**src/rtl/huff_pkg.sv**
```systemverilog
// Shared constants, FSM state type and a code-length mask helper for the Huffman decoder.
package huff_pkg;

  localparam int NSYM   = 16;
  localparam int IDX_W  = 4;
  localparam int MAXLEN = 8;
  localparam int LEN_W  = 4;
  localparam int SYM_W  = 8;
  localparam int WORD_W = 32;
  localparam int BUF_W  = 40;
  localparam int CNT_W  = 6;

  typedef enum logic [1:0] {
    ST_IDLE  = 2'd0,
    ST_RUN   = 2'd1,
    ST_ERROR = 2'd2
  } state_t;

  // Mask with the low 'len' bits set; len values above MAXLEN saturate to all ones.
  function automatic logic [MAXLEN-1:0] len_mask(input logic [LEN_W-1:0] len);
    logic [MAXLEN-1:0] m;
    m = '0;
    for (int b = 0; b < MAXLEN; b++) m[b] = (b < int'(len));
    return m;
  endfunction

endpackage

```
**src/rtl/huff_code_match.sv**
```systemverilog
// Parallel compare of the buffer head against every table entry, lowest index wins.
module huff_code_match
  import huff_pkg::*;
(
  input  logic [NSYM*MAXLEN-1:0] tbl_codes,
  input  logic [NSYM*LEN_W-1:0]  tbl_lens,
  input  logic [NSYM*SYM_W-1:0]  tbl_syms,
  input  logic [MAXLEN-1:0]      head_bits,
  input  logic [CNT_W-1:0]       bit_count,
  output logic                   hit,
  output logic [IDX_W-1:0]       hit_idx,
  output logic [LEN_W-1:0]       hit_len,
  output logic [SYM_W-1:0]       hit_sym
);

  logic [NSYM-1:0] entry_hit;

  // An entry hits only if its length is legal, fully buffered, and its code bits agree.
  function automatic logic entry_matches(input logic [MAXLEN-1:0] code,
                                         input logic [LEN_W-1:0]  len,
                                         input logic [MAXLEN-1:0] bits,
                                         input logic [CNT_W-1:0]  count);
    logic [MAXLEN-1:0] mask;
    mask = len_mask(len);
    return (len != '0) && (len <= LEN_W'(MAXLEN)) && (CNT_W'(len) <= count) &&
           ((bits & mask) == (code & mask));
  endfunction

  // Per-entry hit vector.
  always_comb begin
    entry_hit = '0;
    for (int i = 0; i < NSYM; i++) begin
      entry_hit[i] = entry_matches(tbl_codes[i*MAXLEN +: MAXLEN], tbl_lens[i*LEN_W +: LEN_W],
                                   head_bits, bit_count);
    end
  end

  // Priority encoder: scan from the top so the lowest hitting index is the last assignment.
  always_comb begin
    hit     = 1'b0;
    hit_idx = '0;
    hit_len = '0;
    hit_sym = '0;
    for (int i = NSYM - 1; i >= 0; i--) begin
      if (entry_hit[i]) begin
        hit     = 1'b1;
        hit_idx = IDX_W'(i);
        hit_len = tbl_lens[i*LEN_W +: LEN_W];
        hit_sym = tbl_syms[i*SYM_W +: SYM_W];
      end
    end
  end

endmodule

```
**src/rtl/huffman_decoder.sv**
```systemverilog
// Huffman decoder: unpacks LSB-first 32-bit packed words into 8-bit symbols, one per clock.
// Word handshake: a word transfers on a clock edge where word_valid and word_ready are both 1;
// word_ready only depends on ce, state and bit_count, never on word_valid.
module huffman_decoder
  import huff_pkg::*;
(
  input  logic              clock,
  input  logic              reset,
  input  logic              ce,
  input  logic [WORD_W-1:0] word_in,
  input  logic              word_valid,
  output logic              word_ready,
  input  logic              tbl_we,
  input  logic [IDX_W-1:0]  tbl_addr,
  input  logic [MAXLEN-1:0] tbl_code,
  input  logic [LEN_W-1:0]  tbl_len,
  input  logic [SYM_W-1:0]  tbl_sym,
  output logic [SYM_W-1:0]  symbol_out,
  output logic              symbol_valid,
  output logic              error,
  output logic [1:0]        dbg_state,
  output logic [IDX_W-1:0]  dbg_hit_idx
);

  logic [NSYM*MAXLEN-1:0] codes_q;
  logic [NSYM*LEN_W-1:0]  lens_q;
  logic [NSYM*SYM_W-1:0]  syms_q;

  state_t            state, state_nxt;
  logic [BUF_W-1:0]  bit_buf, buf_nxt;
  logic [CNT_W-1:0]  bit_count, cnt_nxt;
  logic [SYM_W-1:0]  sym_nxt;
  logic              valid_nxt, err_nxt;

  logic              m_hit;
  logic [IDX_W-1:0]  m_idx;
  logic [LEN_W-1:0]  m_len;
  logic [SYM_W-1:0]  m_sym;
  logic              accept;
  logic [CNT_W-1:0]  shift_len, ins_pos;

  assign word_ready  = ce && (state != ST_ERROR) && (bit_count <= CNT_W'(MAXLEN));
  assign accept      = word_valid && word_ready;
  assign dbg_state   = state;
  assign dbg_hit_idx = m_idx;

  huff_code_match u_match (
    .tbl_codes (codes_q),
    .tbl_lens  (lens_q),
    .tbl_syms  (syms_q),
    .head_bits (bit_buf[MAXLEN-1:0]),
    .bit_count (bit_count),
    .hit       (m_hit),
    .hit_idx   (m_idx),
    .hit_len   (m_len),
    .hit_sym   (m_sym)
  );

  // Code table registers; a write lands at the edge and is seen by matching next cycle.
  always_ff @(posedge clock) begin
    if (reset) begin
      codes_q <= '0;
      lens_q  <= '0;
      syms_q  <= '0;
    end else if (ce && tbl_we) begin
      codes_q[int'(tbl_addr)*MAXLEN +: MAXLEN] <= tbl_code;
      lens_q[int'(tbl_addr)*LEN_W +: LEN_W]    <= tbl_len;
      syms_q[int'(tbl_addr)*SYM_W +: SYM_W]    <= tbl_sym;
    end
  end

  // Next-state: consume the matched code and append an accepted word above the remaining bits.
  always_comb begin
    state_nxt = state;
    buf_nxt   = bit_buf;
    cnt_nxt   = bit_count;
    sym_nxt   = symbol_out;
    valid_nxt = 1'b0;
    err_nxt   = error;
    shift_len = m_hit ? CNT_W'(m_len) : '0;
    ins_pos   = bit_count - shift_len;
    if (state != ST_ERROR) begin
      if (!m_hit && (bit_count >= CNT_W'(MAXLEN))) begin
        // A full code window matches nothing: the stream cannot be decoded further.
        state_nxt = ST_ERROR;
        err_nxt   = 1'b1;
      end else begin
        buf_nxt = (bit_buf >> shift_len) | (accept ? (BUF_W'(word_in) << ins_pos) : '0);
        cnt_nxt = bit_count - shift_len + (accept ? CNT_W'(WORD_W) : '0);
        if (m_hit) begin
          sym_nxt   = m_sym;
          valid_nxt = 1'b1;
        end
        state_nxt = (cnt_nxt == '0) ? ST_IDLE : ST_RUN;
      end
    end
  end

  // State, buffer and output registers; ce low freezes everything but drops the pulse.
  always_ff @(posedge clock) begin
    if (reset) begin
      state        <= ST_IDLE;
      bit_buf      <= '0;
      bit_count    <= '0;
      symbol_out   <= '0;
      symbol_valid <= 1'b0;
      error        <= 1'b0;
    end else if (ce) begin
      state        <= state_nxt;
      bit_buf      <= buf_nxt;
      bit_count    <= cnt_nxt;
      symbol_out   <= sym_nxt;
      symbol_valid <= valid_nxt;
      error        <= err_nxt;
    end else begin
      symbol_valid <= 1'b0;
    end
  end

endmodule

```
**config.mk**
```make
export PLATFORM = sky130hd
export DESIGN_NAME = huffman_decoder
export DESIGN_NICKNAME = d
export VERILOG_FILES = /design/src/rtl/huff_pkg.sv /design/src/rtl/huff_code_match.sv /design/src/rtl/huffman_decoder.sv
export SDC_FILE = /design/constraint.sdc
export NUM_CORES = 1
export LEC_CHECK = 0
export ABC_AREA = 1
export BUFFER_PORTS_ARGS = -buffer_cell sky130_fd_sc_hd__clkbuf_2
export CORE_AREA = 5 5 196 198
export CTS_CLUSTER_DIAMETER = 50
export CTS_CLUSTER_SIZE = 14
export DETAILED_ROUTE_END_ITERATION = 10
export DIE_AREA = 0 0 201 203
export PLACE_DENSITY_LB_ADDON = 0.15
export SLEW_MARGIN = 10
export SYNTH_ARGS = -nofsm -noshare
export SYNTH_HDL_FRONTEND = slang
export SYNTH_SLANG_ARGS = --single-unit
export TNS_END_PERCENT = 10
```
**constraint.sdc**
```tcl
create_clock -name clock -period 11 [get_ports clock]
set_clock_uncertainty 0.15 [all_clocks]
set_input_delay 0.55 -clock clock [delete_from_list [all_inputs] [get_ports clock]]
set_output_delay 0.55 -clock clock [all_outputs]
set_load 0.05 [all_outputs]
```
Word-level counts from Yosys, hierarchy flattened
Index checks and enable logic that the tools add are counted.
{"block": "classes", "n_addsub": 4, "n_lt_le_gt_ge": 162, "eq_ne": 17, "shift": 7, "mux": 73, "bitwise": 36, "n_reduce_logical": 76}
{"operator": "$and 8x8->8", "n": 32}
{"operator": "$bwmux 128", "n": 2}
{"operator": "$lt 3x4->1 const A", "n": 64}
{"operator": "$shiftx 8x33->128", "n": 2}
{"operator": "$mux 4", "n": 33}
{"operator": "$eq 8x8->1", "n": 16}
{"operator": "$lt 1x4->1 const A", "n": 32}
{"operator": "$lt 2x4->1 const A", "n": 32}
{"operator": "$mux 8", "n": 16}
{"operator": "$shift 8x33->128 const A", "n": 1}
{"operator": "$le 4x6->1", "n": 16}
{"operator": "$bwmux 64", "n": 1}
{"operator": "$le 4x4->1 const B", "n": 16}
{"operator": "$reduce_bool 4->1", "n": 16}
{"operator": "$shift 4x33->64 const A", "n": 1}
{"operator": "$shiftx 4x33->64", "n": 1}
{"operator": "$logic_and 1x1->1", "n": 53}
{"operator": "$mux 40", "n": 1}
{"operator": "$or 40x40->40", "n": 1}
{"operator": "$shl 32x6->40", "n": 1}
{"operator": "$shr 40x4->40", "n": 1}
{"operator": "$neg 6->33", "n": 1}
{"operator": "$neg 7->33", "n": 1}
{"operator": "$mux 1", "n": 18}
{"operator": "14 further kinds", "n": 17}
{"block": "word_totals", "reg_bits": 378, "in_bits": 61, "word_cells": 384}

Logic depth before layout (Yosys ltp)
{"block": "logic_depth", "word_depth": 26, "depth_mapped": 51}

By module
From an unflattened synthesis, not the netlist that was laid out.
{"block": "unflattened", "hier_cells": 3948, "area_unflattened_um2": 24965.2}
{"mod": "huffman_decoder", "n_inst": 1, "cells_each": 2648, "area_each_um2": 18207.5}
{"mod": "huff_code_match", "n_inst": 1, "cells_each": 1300, "area_each_um2": 6757.7}

Least setup slack after synthesis
OpenSTA, ideal clock, no wires.
{"block": "synth_path", "kind": "register to register", "from": "register bit_count[3]", "to": "register bit_buf[29]", "setup_ns": 0.119, "arrival_ns": 4.845, "path_slack_ns": 5.886, "stages_incl_launch_ff": 47, "path_buffers": 3, "period_less_slack_ns": 5.114, "path_cell_list": "dfxtp_1 inv_1 ha_1 nand2_1 inv_1 nand2_1 nand2_1 nand2_1 nand3_1 nor2_2 buf_4 nand2_1 nand2_1 inv_1 nand2_1 nand2_1 nand2_1 nand2_1 [... 11 more ...] nand2_4 buf_2 inv_1 ha_1 inv_1 fa_1 clkbuf_1 clkinv_1 or2_2 o21ai_0 o21ai_0 inv_1 o21ai_0 or2_2 a31oi_1 nand2_1 inv_1 a21oi_1"}
{"block": "synth_via", "elab_chain_cells": 24, "elab_cells_between_ends": 94, "classes_between": "add/sub (1); order compare (18); shift (2); mux (34); bitwise (2); reduce/logical (37)"}
{"element": "start, declared", "line_no": "huffman_decoder.sv:31", "source": "logic [CNT_W-1:0] bit_count, cnt_nxt;"}
{"element": "start signal, assigned", "line_no": "huffman_decoder.sv:111", "source": "bit_count <= cnt_nxt;"}
{"element": "$le 4x6->1", "line_no": "huff_code_match.sv:25", "source": "return (len != '0) && (len <= LEN_W'(MAXLEN)) && (CNT_W'(len) <= count) &&"}
{"element": "$logic_and 1x1->1 (2 in a row)", "line_no": "huff_code_match.sv:25"}
{"element": "$mux 4 or $mux 1 (tied branches) (16 in a row)", "line_no": "huff_code_match.sv:45", "source": "if (entry_hit[i]) begin"}
{"element": "$mux 4 (*)", "line_no": "huffman_decoder.sv:80", "source": "shift_len = m_hit ? CNT_W'(m_len) : '0;"}
{"element": "$sub 6x4->6 (*)", "line_no": "huffman_decoder.sv:81", "source": "ins_pos = bit_count - shift_len;"}
{"element": "via ins_pos[1]", "line_no": "huffman_decoder.sv:40", "source": "logic [CNT_W-1:0] shift_len, ins_pos;"}
{"element": "$shl 32x6->40 (*)", "line_no": "huffman_decoder.sv:88", "source": "buf_nxt = (bit_buf >> shift_len) | (accept ? (BUF_W'(word_in) << ins_pos) : '0);"}
{"element": "$mux 40 (*)", "line_no": "huffman_decoder.sv:88"}
{"element": "$or 40x40->40 (*)", "line_no": "huffman_decoder.sv:88"}
{"element": "end signal, assigned", "line_no": "huffman_decoder.sv:110", "source": "bit_buf <= buf_nxt;"}
{"element": "end, declared", "line_no": "huffman_decoder.sv:30", "source": "logic [BUF_W-1:0] bit_buf, buf_nxt;"}
Mark *: on every way through the listed nets, which the timed path passes. The rest lies on a longest branch.
A chain may end at the register's enable or synchronous reset.

Worst setup path after layout
{"block": "layout_path", "from": "register bit_count[1]", "to": "register bit_buf[22]"}
{"block": "layout_via", "elab_chain_cells": 24, "elab_cells_between_ends": 94, "classes_between": "add/sub (1); order compare (18); shift (2); mux (34); bitwise (2); reduce/logical (37)"}
{"element": "$le 4x6->1", "line_no": "huff_code_match.sv:25"}
{"element": "$logic_and 1x1->1 (2 in a row)", "line_no": "huff_code_match.sv:25"}
{"element": "$mux 4 or $mux 1 (tied branches) (16 in a row)", "line_no": "huff_code_match.sv:45"}
{"element": "$mux 4", "line_no": "huffman_decoder.sv:80"}
{"element": "$sub 6x4->6 (*)", "line_no": "huffman_decoder.sv:81"}
{"element": "via ins_pos[1]", "line_no": "huffman_decoder.sv:40"}
{"element": "$shl 32x6->40 (*)", "line_no": "huffman_decoder.sv:88"}
{"element": "$mux 40 (*)", "line_no": "huffman_decoder.sv:88"}
{"element": "$or 40x40->40 (*)", "line_no": "huffman_decoder.sv:88"}
Marked as above.

==> results.json <==
{
  "detail_route.first_pass.iterations": 7,
  "drive_gt1_share_pct": 7.21,
  "grt_pass1_wl_mm": 142,
  "yosys.area.top_type": "dfxtp_1",
  "syn-cell-area_um2": 24500,
  "cts_max_path_buffers": 3,
  "fin_nets": 3811,
  "antenna_found_initial": 2,
  "cp_slowest_cell": "fa_1",
  "slew_violations": 0,
  "crit_buf_inv": 7,
  "grt_pass1_vias": 25400,
  "ios": 78,
  "syn_to_final_growth_pct": 6.31,
  "cp_slowest_stage_delay_ps": 1250,
  "worst_setup_path_end_kind": "flip-flop",
  "relSlewSlack_pct": 13.6,
  "async_flop_share_pct": 0,
  "clk_latency_ps": 610,
  "worst-r2r-cell-count": 32,
  "wl_per_cell_um": 22.6,
  "period_share_pct": 83.7,
  "io_buffers": 77,
  "ir_drop_v": 0.000773,
  "wirelength_mm": 94.2,
  "cp.arrival_ps": 9530,
  "drcViolationCount": 0,
  "die-area_um2": 40800,
  "path_clk_slew_ps": 60,
  "hold_viol": 0,
  "via_per_inst": 6.58,
  "rows": 70,
  "max_clock_freq_mhz": 109,
  "synth_edf_count": 0,
  "clock-sinks": 378,
  "holdPathEnd": "dbg_state[1]",
  "critical_path.top_delay_family": "simple AND/OR/NAND/NOR gates",
  "synth.top_cell.area_share_pct": 30.9,
  "tightest_slew_ps": 1290,
  "setup_violations": 0,
  "powerDensity_nw_per_um2": 286,
  "ctsResizeCount": 0,
  "synth_common_cells": "601 x nand2_1, 436 x nor2_1, 411 x o21ai_0",
  "track_usage_pct": 43.8,
  "worstPathMaxFanout": 42,
  "dpl_cell_area_um2": 24700,
  "synth_most_common_cell": "nand2_1",
  "vias": 27500,
  "hpwl_mm": 67.2,
  "tns_ps": 0,
  "finalCriticalPeriod_ps": 9210,
  "r2r-start": "bit_count[1]",
  "whs_path_depth": 3,
  "ff2ff_setup_slack_ps": 1790,
  "synth_cell_types": 65,
  "worstSetupStartpointType": "flip-flop",
  "cp.required_ps": 11320,
  "cts_setup_buffers": 0,
  "holdCritStartpoint": "ce",
  "htreeDepth": 2,
  "final_antenna_net_count": 0,
  "globalplace.congestion": 1.04,
  "path_class": "reg2reg",
  "syn_area_per_cell_um2": 6.51,
  "stdcell_area_um2": 26000,
  "cts_made_buffers": 41,
  "grt_max_degree": 125,
  "dp_cells": 4104,
  "fp.dieH_um": 203,
  "rsz0062_at_grt": "no",
  "drt_iter0_drc": 3532,
  "hp-class": "in2reg",
  "core_area_um2": 36300,
  "synthFlopType": "dfxtp_1",
  "synth_fp_nets": 3891,
  "fin_cells": 4174,
  "syn-instance-count": 3759,
  "power.leakage_nw": 11.4,
  "cpMostUsedCell": "nand2_1",
  "cts_hold_repair.buffers": 0,
  "grt_overflow_total": 0,
  "die_w_um": 201,
  "yosysSeqAreaShare_pct": 30.9,
  "r2r-end": "bit_buf[22]",
  "ys_warn_count": 0,
  "status": "finished clean",
  "ys_ff_latch": 378,
  "cts_tree": "built",
  "drv_cap": 0,
  "root_buffer": "clkbuf_16",
  "start_util_pct": 67.3,
  "synthTopCellsByArea": "dfxtp_1 31%, nand2_1 9.2%, o21ai_0 8.4%"
}
## where the power goes
| group | internal, mW | switching, mW |
|---|---|---|
| Combinational | 1.33 | 3.14 |
| Sequential | 1.47 | 0.0762 |
| Clock | 0.783 | 0.642 |
| Total | 3.58 | 3.85 |
## worst register-to-register path: cells and delay by family, from the launching register on
kind / cells / cell delay, ps
adder cells (fa/ha/maj): 3 / 1830
AND/OR/NAND/NOR: 15 / 2600
buffers and inverters: 7 / 2460
AO/OA/AOI/OAI: 6 / 1580
multiplexers: 1 / 140
flip-flops: 1 / 350
## sequential cells by signal, summed over array words and instances, names as in the netlist
signal        flops
codes_q         128
syms_q          128
lens_q           64
bit_buf          40
symbol_out        8
bit_count         6
dbg_state         2
error             1
symbol_valid      1
## worst max path at each step
| stage | slack (ps) | start | to | cells past startpoint |
|---|---|---|---|---|
| 6_report | 1790 | bit_count[1] | bit_buf[22] | 32 |
| 5_1_grt | 1180 | bit_count[1] | bit_buf[30] | 29 |
| 4_1_cts | 2130 | bit_count[1] | bit_buf[22] | 30 |
| 3_5_place_dp | 2160 | bit_count[1] | bit_buf[30] | 29 |
| 3_3_place_gp | 2330 | bit_count[1] | bit_buf[30] | 29 |
| 2_1_floorplan | 5890 | bit_count[3] | bit_buf[29] | 46 |
## stage by stage
stage	setup slack, ps	util, %	hold slack (ps)	power, mW
finish	1790	71.6	106	7.44
global route	1180	71.6	156	7.92
CTS	2130	71.6	110	7.27
detailed placement	2160	67.9	299	5.86
global placement	2330	67.9	291	5.78
floorplan	5890	-	274	4.90
## placed cells by master (no fill, tap or decap), drive strengths merged, types with 4 or more instances in the layout
| master | synthesis | layout |
|---|---|---|
| nand2 | 608 | 608 |
| nor2 | 442 | 442 |
| o21ai | 425 | 425 |
| nand3 | 395 | 395 |
| a21oi | 381 | 381 |
| dfxtp | 378 | 378 |
| inv | 346 | 357 |
| clkbuf | 168 | 121 |
| nor3 | 85 | 85 |
| a211oi | 78 | 78 |
| ha | 70 | 70 |
| xnor2 | 59 | 59 |
| xor2 | 45 | 45 |
| buf | 74 | 43 |
| nand4 | 35 | 35 |
| a31oi | 29 | 29 |
| o211ai | 21 | 21 |
| or2 | 21 | 21 |
| mux2i | 17 | 17 |
| clkinv | 10 | 15 |
| a311oi | 13 | 13 |
| o31ai | 8 | 8 |
| o22ai | 8 | 8 |
| o211a | 8 | 8 |
| clkinvlp | 0 | 5 |
| a41oi | 4 | 4 |
| o221ai | 4 | 4 |
| o21a | 4 | 4 |
## layer usage
| metal | wire [um] | GRT usage (%) |
|---|---|---|
| met1 | 33300 | 52.6 |
| met3 | 11900 | 11.1 |
| met2 | 40000 | 67.7 |
| met4 | 8990 | 33.2 |
| met5 | 12 | 0 |
## cell type report
type	instances	area [um^2]
diodes	1	2.50
well taps	468	586
clock inverters	24	274
repair buffers	119	707
flip-flops and latches	378	7570
clock buffers	45	1060
inverters	356	1340
multi-input cells	2783	14500
fillers	3086	10300
## cell families after synthesis
kind of cell / share of synthesized area, %
xor+xnor: 3.75
buf+inv: 10.1
fa+ha+maj: 3.66
compound gates: 22.6
simple gates: 28.3
flops: 30.9
mux: 0.695
(Power assumes the default switching activity.)
